## config.mk

```make
export PLATFORM = sky130hd
export DESIGN_NAME = uart_echo_responder_flat
export DESIGN_NICKNAME = d
export VERILOG_FILES = /design/src/rtl/uart_pkg.sv /design/src/rtl/uart_echo_responder_if.sv /design/src/rtl/uart_sync_fifo.sv /design/src/rtl/uart_echo_responder.sv /design/src/flat_wrapper.sv
export SDC_FILE = /design/constraint.sdc
export NUM_CORES = 1
export LEC_CHECK = 0
export BUFFER_PORTS_ARGS = -buffer_cell sky130_fd_sc_hd__buf_2
export CAP_MARGIN = 20
export CORE_MARGIN = 2
export CORE_UTILIZATION = 55
export CTS_BUF_LIST = sky130_fd_sc_hd__clkbuf_4
export CTS_CLUSTER_SIZE = 8
export DETAILED_ROUTE_END_ITERATION = 16
export PLACE_DENSITY = 0.83
export SETUP_SLACK_MARGIN = 0.4
export SYNTH_ARGS = -nofsm -noshare
export SYNTH_HDL_FRONTEND = slang
export SYNTH_SLANG_ARGS = --single-unit
export TNS_END_PERCENT = 50
```

## constraint.sdc

```tcl
create_clock -name clock -period 3.4 [get_ports clock]
set_input_delay 0.68 -clock clock [delete_from_list [all_inputs] [get_ports clock]]
set_output_delay 0.68 -clock clock [all_outputs]
set_load 0.005 [all_outputs]
```

## src/rtl/uart_pkg.sv

```systemverilog
// Shared types and helpers for the UART echo responder slice.
package uart_pkg;

    typedef enum logic [1:0] {
        IDLE   = 2'd0,
        REQ    = 2'd1,
        ACTIVE = 2'd2,
        GAP    = 2'd3
    } state_e;

    localparam int unsigned PARITY_ERR = 0;
    localparam int unsigned START_ERR  = 1;
    localparam int unsigned STOP_ERR   = 2;

    // Ceiling log2, used to size pointers and counters.
    function automatic int unsigned clog2(input int unsigned value);
        int unsigned res;
        int unsigned acc;
        res = 0;
        acc = 1;
        while (acc < value) begin
            acc = acc << 1;
            res = res + 1;
        end
        return res;
    endfunction

endpackage

```

## src/rtl/uart_echo_responder_if.sv

```systemverilog
// Rx-complete and Tx-handshake signals between the UART units and the responder.
interface uart_echo_responder_if;
    logic       rx_done_flag;
    logic [2:0] rx_error_flag;
    logic [7:0] rx_data;
    logic       tx_active_flag;
    logic       tx_done_flag;
    logic       send;
    logic [7:0] data_in;

    modport master (
        input  rx_done_flag, rx_error_flag, rx_data, tx_active_flag, tx_done_flag,
        output send, data_in
    );

    modport slave (
        output rx_done_flag, rx_error_flag, rx_data, tx_active_flag, tx_done_flag,
        input  send, data_in
    );
endinterface

```

## src/rtl/uart_sync_fifo.sv

```systemverilog
// Synchronous FIFO with binary pointers and a separate occupancy counter.
module uart_sync_fifo
    import uart_pkg::*;
#(
    parameter int unsigned DEPTH = 8,
    parameter int unsigned WIDTH = 8
) (
    input  logic                   clk_i,
    input  logic                   rst_i,
    input  logic                   wr_en_i,
    input  logic [WIDTH-1:0]       wr_data_i,
    input  logic                   rd_en_i,
    output logic [WIDTH-1:0]       rd_data_o,
    output logic                   full_o,
    output logic                   empty_o,
    output logic [clog2(DEPTH):0]  count_o
);

    localparam int unsigned AW = clog2(DEPTH);
    localparam int unsigned CW = AW + 1;

    logic [WIDTH-1:0] mem_q [DEPTH];
    logic [AW-1:0]    wr_ptr_q;
    logic [AW-1:0]    rd_ptr_q;
    logic [CW-1:0]    count_q;
    logic             do_wr;
    logic             do_rd;

    assign full_o    = (count_q == CW'(DEPTH));
    assign empty_o   = (count_q == '0);
    assign count_o   = count_q;
    assign rd_data_o = mem_q[rd_ptr_q];

    // A read in the same cycle frees a slot, so a write at full still lands.
    assign do_rd = rd_en_i & ~empty_o;
    assign do_wr = wr_en_i & (~full_o | do_rd);

    always_ff @(posedge clk_i) begin
        if (rst_i) begin
            wr_ptr_q <= '0;
            rd_ptr_q <= '0;
            count_q  <= '0;
        end else begin
            if (do_wr) begin
                mem_q[wr_ptr_q] <= wr_data_i;
                wr_ptr_q        <= wr_ptr_q + AW'(1);
            end
            if (do_rd) begin
                rd_ptr_q <= rd_ptr_q + AW'(1);
            end
            if (do_wr && !do_rd) begin
                count_q <= count_q + CW'(1);
            end else if (!do_wr && do_rd) begin
                count_q <= count_q - CW'(1);
            end
        end
    end

endmodule

```

## src/rtl/uart_echo_responder.sv

```systemverilog
// Far-end responder: buffers clean Rx bytes and replays them, XOR-transformed,
// through the Tx send/data_in handshake with ack timeout and inter-frame gap.
module uart_echo_responder
    import uart_pkg::*;
#(
    parameter int unsigned DEPTH       = 8,
    parameter logic [7:0]  XOR_MASK    = 8'h00,
    parameter int unsigned GAP_CYCLES  = 16,
    parameter int unsigned ACK_TIMEOUT = 4096
) (
    input  logic                   clock,
    input  logic                   reset,
    input  logic                   enable,
    uart_echo_responder_if.master  bus,
    output logic [clog2(DEPTH):0]  fifo_count,
    output logic [7:0]             drop_count,
    output logic                   timeout_flag,
    output logic                   busy
);

    localparam int unsigned CW = clog2(DEPTH) + 1;
    localparam int unsigned TW = (ACK_TIMEOUT > 1) ? clog2(ACK_TIMEOUT) : 1;
    localparam int unsigned GW = (GAP_CYCLES > 1) ? clog2(GAP_CYCLES) : 1;

    state_e           state_q;
    logic             rx_prev_q;
    logic             frame_q;
    logic             frame_clean_q;
    logic [7:0]       frame_byte_q;
    logic             tx_done_prev_q;
    logic             tx_act_prev_q;
    logic             send_q;
    logic [7:0]       data_in_q;
    logic [7:0]       drop_q;
    logic             timeout_q;
    logic [TW-1:0]    timer_q;
    logic [GW-1:0]    gap_q;

    logic             fifo_wr;
    logic             fifo_rd;
    logic             fifo_full;
    logic             fifo_empty;
    logic [7:0]       fifo_rdata;
    logic [CW-1:0]    fifo_cnt;
    logic             tx_finished;

    assign fifo_rd     = (state_q == IDLE) & enable & ~fifo_empty;
    assign fifo_wr     = frame_q & frame_clean_q & enable & (~fifo_full | fifo_rd);
    assign tx_finished = (bus.tx_done_flag & ~tx_done_prev_q) |
                         (~bus.tx_active_flag & tx_act_prev_q);

    uart_sync_fifo #(
        .DEPTH (DEPTH),
        .WIDTH (8)
    ) u_fifo (
        .clk_i     (clock),
        .rst_i     (reset),
        .wr_en_i   (fifo_wr),
        .wr_data_i (frame_byte_q),
        .rd_en_i   (fifo_rd),
        .rd_data_o (fifo_rdata),
        .full_o    (fifo_full),
        .empty_o   (fifo_empty),
        .count_o   (fifo_cnt)
    );

    // Rx edge capture (cycle 0) feeding the FIFO write decision (cycle 1).
    always_ff @(posedge clock) begin
        if (reset) begin
            rx_prev_q      <= 1'b0;
            frame_q        <= 1'b0;
            frame_clean_q  <= 1'b0;
            frame_byte_q   <= '0;
            tx_done_prev_q <= 1'b0;
            tx_act_prev_q  <= 1'b0;
            drop_q         <= '0;
        end else begin
            rx_prev_q      <= bus.rx_done_flag;
            frame_q        <= bus.rx_done_flag & ~rx_prev_q;
            frame_clean_q  <= ~(|bus.rx_error_flag);
            frame_byte_q   <= bus.rx_data ^ XOR_MASK;
            tx_done_prev_q <= bus.tx_done_flag;
            tx_act_prev_q  <= bus.tx_active_flag;
            if (frame_q && !fifo_wr && drop_q != 8'hFF) begin
                drop_q <= drop_q + 8'd1;
            end
        end
    end

    // Tx replay FSM.
    always_ff @(posedge clock) begin
        if (reset) begin
            state_q   <= IDLE;
            send_q    <= 1'b0;
            data_in_q <= '0;
            timeout_q <= 1'b0;
            timer_q   <= '0;
            gap_q     <= '0;
        end else begin
            unique case (state_q)
                IDLE: begin
                    if (fifo_rd) begin
                        data_in_q <= fifo_rdata;
                        timer_q   <= '0;
                        state_q   <= REQ;
                    end
                end
                REQ: begin
                    if (bus.tx_active_flag) begin
                        send_q  <= 1'b0;
                        state_q <= ACTIVE;
                    end else if (timer_q == TW'(ACK_TIMEOUT - 1)) begin
                        send_q    <= 1'b0;
                        timeout_q <= 1'b1;
                        gap_q     <= '0;
                        state_q   <= (GAP_CYCLES == 0) ? IDLE : GAP;
                    end else begin
                        send_q  <= 1'b1;
                        timer_q <= timer_q + TW'(1);
                    end
                end
                ACTIVE: begin
                    if (tx_finished) begin
                        gap_q   <= '0;
                        state_q <= (GAP_CYCLES == 0) ? IDLE : GAP;
                    end
                end
                GAP: begin
                    if (gap_q == GW'(GAP_CYCLES - 1)) begin
                        state_q <= IDLE;
                    end else begin
                        gap_q <= gap_q + GW'(1);
                    end
                end
                default: state_q <= IDLE;
            endcase
        end
    end

    assign bus.send     = send_q;
    assign bus.data_in  = data_in_q;
    assign fifo_count   = fifo_cnt;
    assign drop_count   = drop_q;
    assign timeout_flag = timeout_q;
    assign busy         = (state_q != IDLE) | ~fifo_empty;

endmodule

```

## src/flat_wrapper.sv

```systemverilog
// flat-port wrapper written by rule: the top's interface ports become plain ports
module uart_echo_responder_flat import uart_pkg::*;
#(
    parameter int unsigned DEPTH       = 8,
    parameter logic [7:0]  XOR_MASK    = 8'h00,
    parameter int unsigned GAP_CYCLES  = 16,
    parameter int unsigned ACK_TIMEOUT = 4096
)
  (clock, reset, enable, fifo_count, drop_count, timeout_flag, busy, bus_rx_done_flag, bus_rx_error_flag, bus_rx_data, bus_tx_active_flag, bus_tx_done_flag, bus_send, bus_data_in);
  uart_echo_responder_if bus_i ();
  input  logic clock;
  input  logic reset;
  input  logic enable;
  output logic [clog2(DEPTH):0] fifo_count;
  output logic [7:0] drop_count;
  output logic timeout_flag;
  output logic busy;
  input wire logic [$bits(bus_i.rx_done_flag)-1:0] bus_rx_done_flag;
  input wire logic [$bits(bus_i.rx_error_flag)-1:0] bus_rx_error_flag;
  input wire logic [$bits(bus_i.rx_data)-1:0] bus_rx_data;
  input wire logic [$bits(bus_i.tx_active_flag)-1:0] bus_tx_active_flag;
  input wire logic [$bits(bus_i.tx_done_flag)-1:0] bus_tx_done_flag;
  output wire logic [$bits(bus_i.send)-1:0] bus_send;
  output wire logic [$bits(bus_i.data_in)-1:0] bus_data_in;
  assign bus_i.rx_done_flag = bus_rx_done_flag;
  assign bus_i.rx_error_flag = bus_rx_error_flag;
  assign bus_i.rx_data = bus_rx_data;
  assign bus_i.tx_active_flag = bus_tx_active_flag;
  assign bus_i.tx_done_flag = bus_tx_done_flag;
  assign bus_send = bus_i.send;
  assign bus_data_in = bus_i.data_in;
  uart_echo_responder #(.DEPTH(DEPTH), .XOR_MASK(XOR_MASK), .GAP_CYCLES(GAP_CYCLES), .ACK_TIMEOUT(ACK_TIMEOUT)) u_core (.clock(clock), .reset(reset), .enable(enable), .bus(bus_i), .fifo_count(fifo_count), .drop_count(drop_count), .timeout_flag(timeout_flag), .busy(busy));
endmodule
```

==> flow_summary.toml <==
[synthesis]
yosys.area.top_type = "edfxtp_1"
async_flop_share_pct = 0
ys_seq_area_share_pct = 57.09
netlist_instances = 439
syn_nets = 470
synth.distinct_cells = 54
synth_flop_cell = "edfxtp_1"
synth_top_cell_area_share_pct = 35.36
ys_ff_latch = 123
synth_warnings = 0
syn_area_per_cell_um2 = 12.38
yosysMostFrequentCell = "edfxtp_1"
synth_area_leaders = "edfxtp_1 35%, dfxtp_1 22%, mux4_2 6.6%"
synth_top_cells_by_count = "64 x edfxtp_1, 59 x dfxtp_1, 36 x nor2_1, 23 x nor2b_1"
syn_area_um2 = 5435
synth_edf_count = 64

[clock_network]
clk_latency_ns = 0.53
clock_path_buffers = 2
cts-root-buf = "clkbuf_4"
htree_levels = 4
clkTransAtPathRegs_ns = 0.12
cts_tree = "yes"
cts_buffers = 17
cts_num_sinks = 123

[finish]
instances_no_fill = 633
nFillCells = 733
multi_input_area_um2 = 2213
drive_gt1_share_pct = 21.60
antenna_cells = 0
area_delta_synth_final_pct = 12.41
seq_area_um2 = 3105
nets = 519

[detailed_routing]
first_iter_violations = 209
vias_per_cell = 5.929
drc = 0
drtPass1Iterations = 5
wire_per_inst_um = 17.29
antenna_left = 0
wirelength_mm = 10.94
dr_total_vias = 3753

[worst_setup_path]
cp.required_ns = 3.81
crit_path_start_kind = "flip-flop"
cp-end-kind = "flip-flop"
crit_type = "reg -> reg"
critPathMaxFanout = 7
cp.arrival_ns = 3.21

[grt]
grt_pass1_vias = 3617
overflow = 0
antenna_found_initial = 0
grt_pass1_wl_mm = 17.59
grt_max_degree = 32
grtUsageTotal_pct = 22.13

[floorplanning]
fp.dieH_um = 103.4
die_x_um = 103.4
die_area_um2 = 10690
row_count = 36
floorplan.initialDensity_pct = 56.12
core-area_um2 = 9684
io_pins = 40

[status]
outcome = "completed"

[sta]
rsz0062_at_grt = "false"
hold_violations = 0
fin_crit_ns = 2.801
timing.hold.ws_ns = 0.3139
slew_violations = 0
setup_violations = 0
tightest_slew_ns = 0.8853
max-slew-margin-rel_pct = 40.21
fin_skew_ns = 0.02457
clock.fmax_ghz = 0.3570
fin_ws_ns = 0.5987
finalSetupTns_ns = 0
timing.final.crit_share_pct = 82.39

[place]
portBuffers = 39
dp_cells = 601
gp_congestion = 0.8430
dp_hpwl_mm = 7.366
place_ws_ns = 0.4202

[flow_run]
cap_violations = 0

[pwr]
pwr_density_cell_nw_per_um2 = 602.8
peakVddDrop_v = 0.0003076
leakagePower_nw = 2.146

[min_path]
worstHoldPathType = "in -> reg"
## worst max-delay path: stages, from the launching register on
cell and delay (ns):
dfxtp_2 0.37, inv_1 0.14, ha_4 0.22, nand2b_1 0.19
o211ai_1 0.25, inv_2 0.06, ha_1 0.21, inv_2 0.10
ha_1 0.23, a21o_1 0.17, a21oi_1 0.18, mux2i_1 0.23
mux2_1 0.34
## placed cells by master, fill, tap and decap left out, drive strengths merged, types with 6 or more instances in the layout
| cell type | count |
|---|---|
| a21oi | 14 |
| a31oi | 6 |
| mux4 | 16 |
| o211ai | 8 |
| inv | 18 |
| mux2i | 14 |
| nor3 | 10 |
| nor2b | 23 |
| nand3 | 9 |
| a211oi | 9 |
| o21ai | 7 |
| nor4 | 6 |
| nand2b | 15 |
| clkbuf | 17 |
| buf | 52 |
| nand2 | 17 |
| nor2 | 36 |
| ha | 13 |
| dfxtp | 59 |
| edfxtp | 64 |
| nand4 | 9 |
## cell families after synthesis
| group | count (synthesis) | share of synthesized area (%) |
|---|---|---|
| xor gates and xnor gates | 6 | 0.9668 |
| adders and majority gates | 14 | 3.361 |
| AOI/OAI and AO/OA | 77 | 10.75 |
| buffers and inverters | 34 | 2.417 |
| muxes | 35 | 10.24 |
| and+or+nand+nor | 150 | 15.17 |
| DFF | 123 | 57.09 |
## metrics by stage
stage	util (%)	area (µm²)	power, mW
2_1_floorplan	-	5435	2.408
3_3_place_gp	59.90	5801	2.608
5_1_grt	63.09	6110	3.873
3_5_place_dp	59.90	5801	2.649
6_report	63.09	6110	3.683
4_1_cts	62.96	6097	3.686
## routing by layer
metal	GRT usage, %	share of wire (%)	up-vias
met5	0	0	-
met1	26.18	40	1852
met3	5.309	4.8	25
li1	-	-	1783
met4	9.615	2.1	0
met2	38.46	53	93
## final timing paths
check | to | start | slack [ns] | cells past startpoint
min reg2reg | u_core.frame_q | u_core.rx_prev_q | 0.39 | 1
max reg2reg | u_core.u_fifo.count_o[3] | u_core.state_q[0] | 0.60 | 12
max | u_core.u_fifo.count_o[3] | u_core.state_q[0] | 0.60 | 12
min | u_core.frame_clean_q | bus_rx_error_flag[2] | 0.31 | 2
## flip-flops by register name, summed over array words and instances (netlist names), 2 cells and up
register                flops
u_core.timer_q             12
u_core.u_fifo.mem_q        64
u_core.u_fifo.rd_ptr_q      3
u_core.drop_count           8
u_core.frame_byte_q         8
u_core.u_fifo.count_o       4
u_core.bus.data_in          8
u_core.gap_q                4
u_core.u_fifo.wr_ptr_q      3
u_core.state_q              2
## area by class of cell
class	count	area share [%]
repair buffers	52	4.792
clock inverters	14	2.601
well taps	133	2.724
clock buffers	17	2.089
flip-flops and latches	123	50.83
multi-input cells	282	36.23
inverters	12	0.7373
## power by group
part,internal (mW),total (mW),switching (mW)
Combinational,0.396,0.952,0.556
Sequential,1.62,1.70,0.0715
Clock,0.447,1.04,0.588
## what timing repair did
action                                  4_1_cts  5_1_grt
buffers inserted                              1        0
endpoints found under the setup margin        1        1
resized for setup                             1        4
pin swaps                                     1        1
hold buffers                                  0        0
No activity file was read; power rests on OpenSTA's default activity.
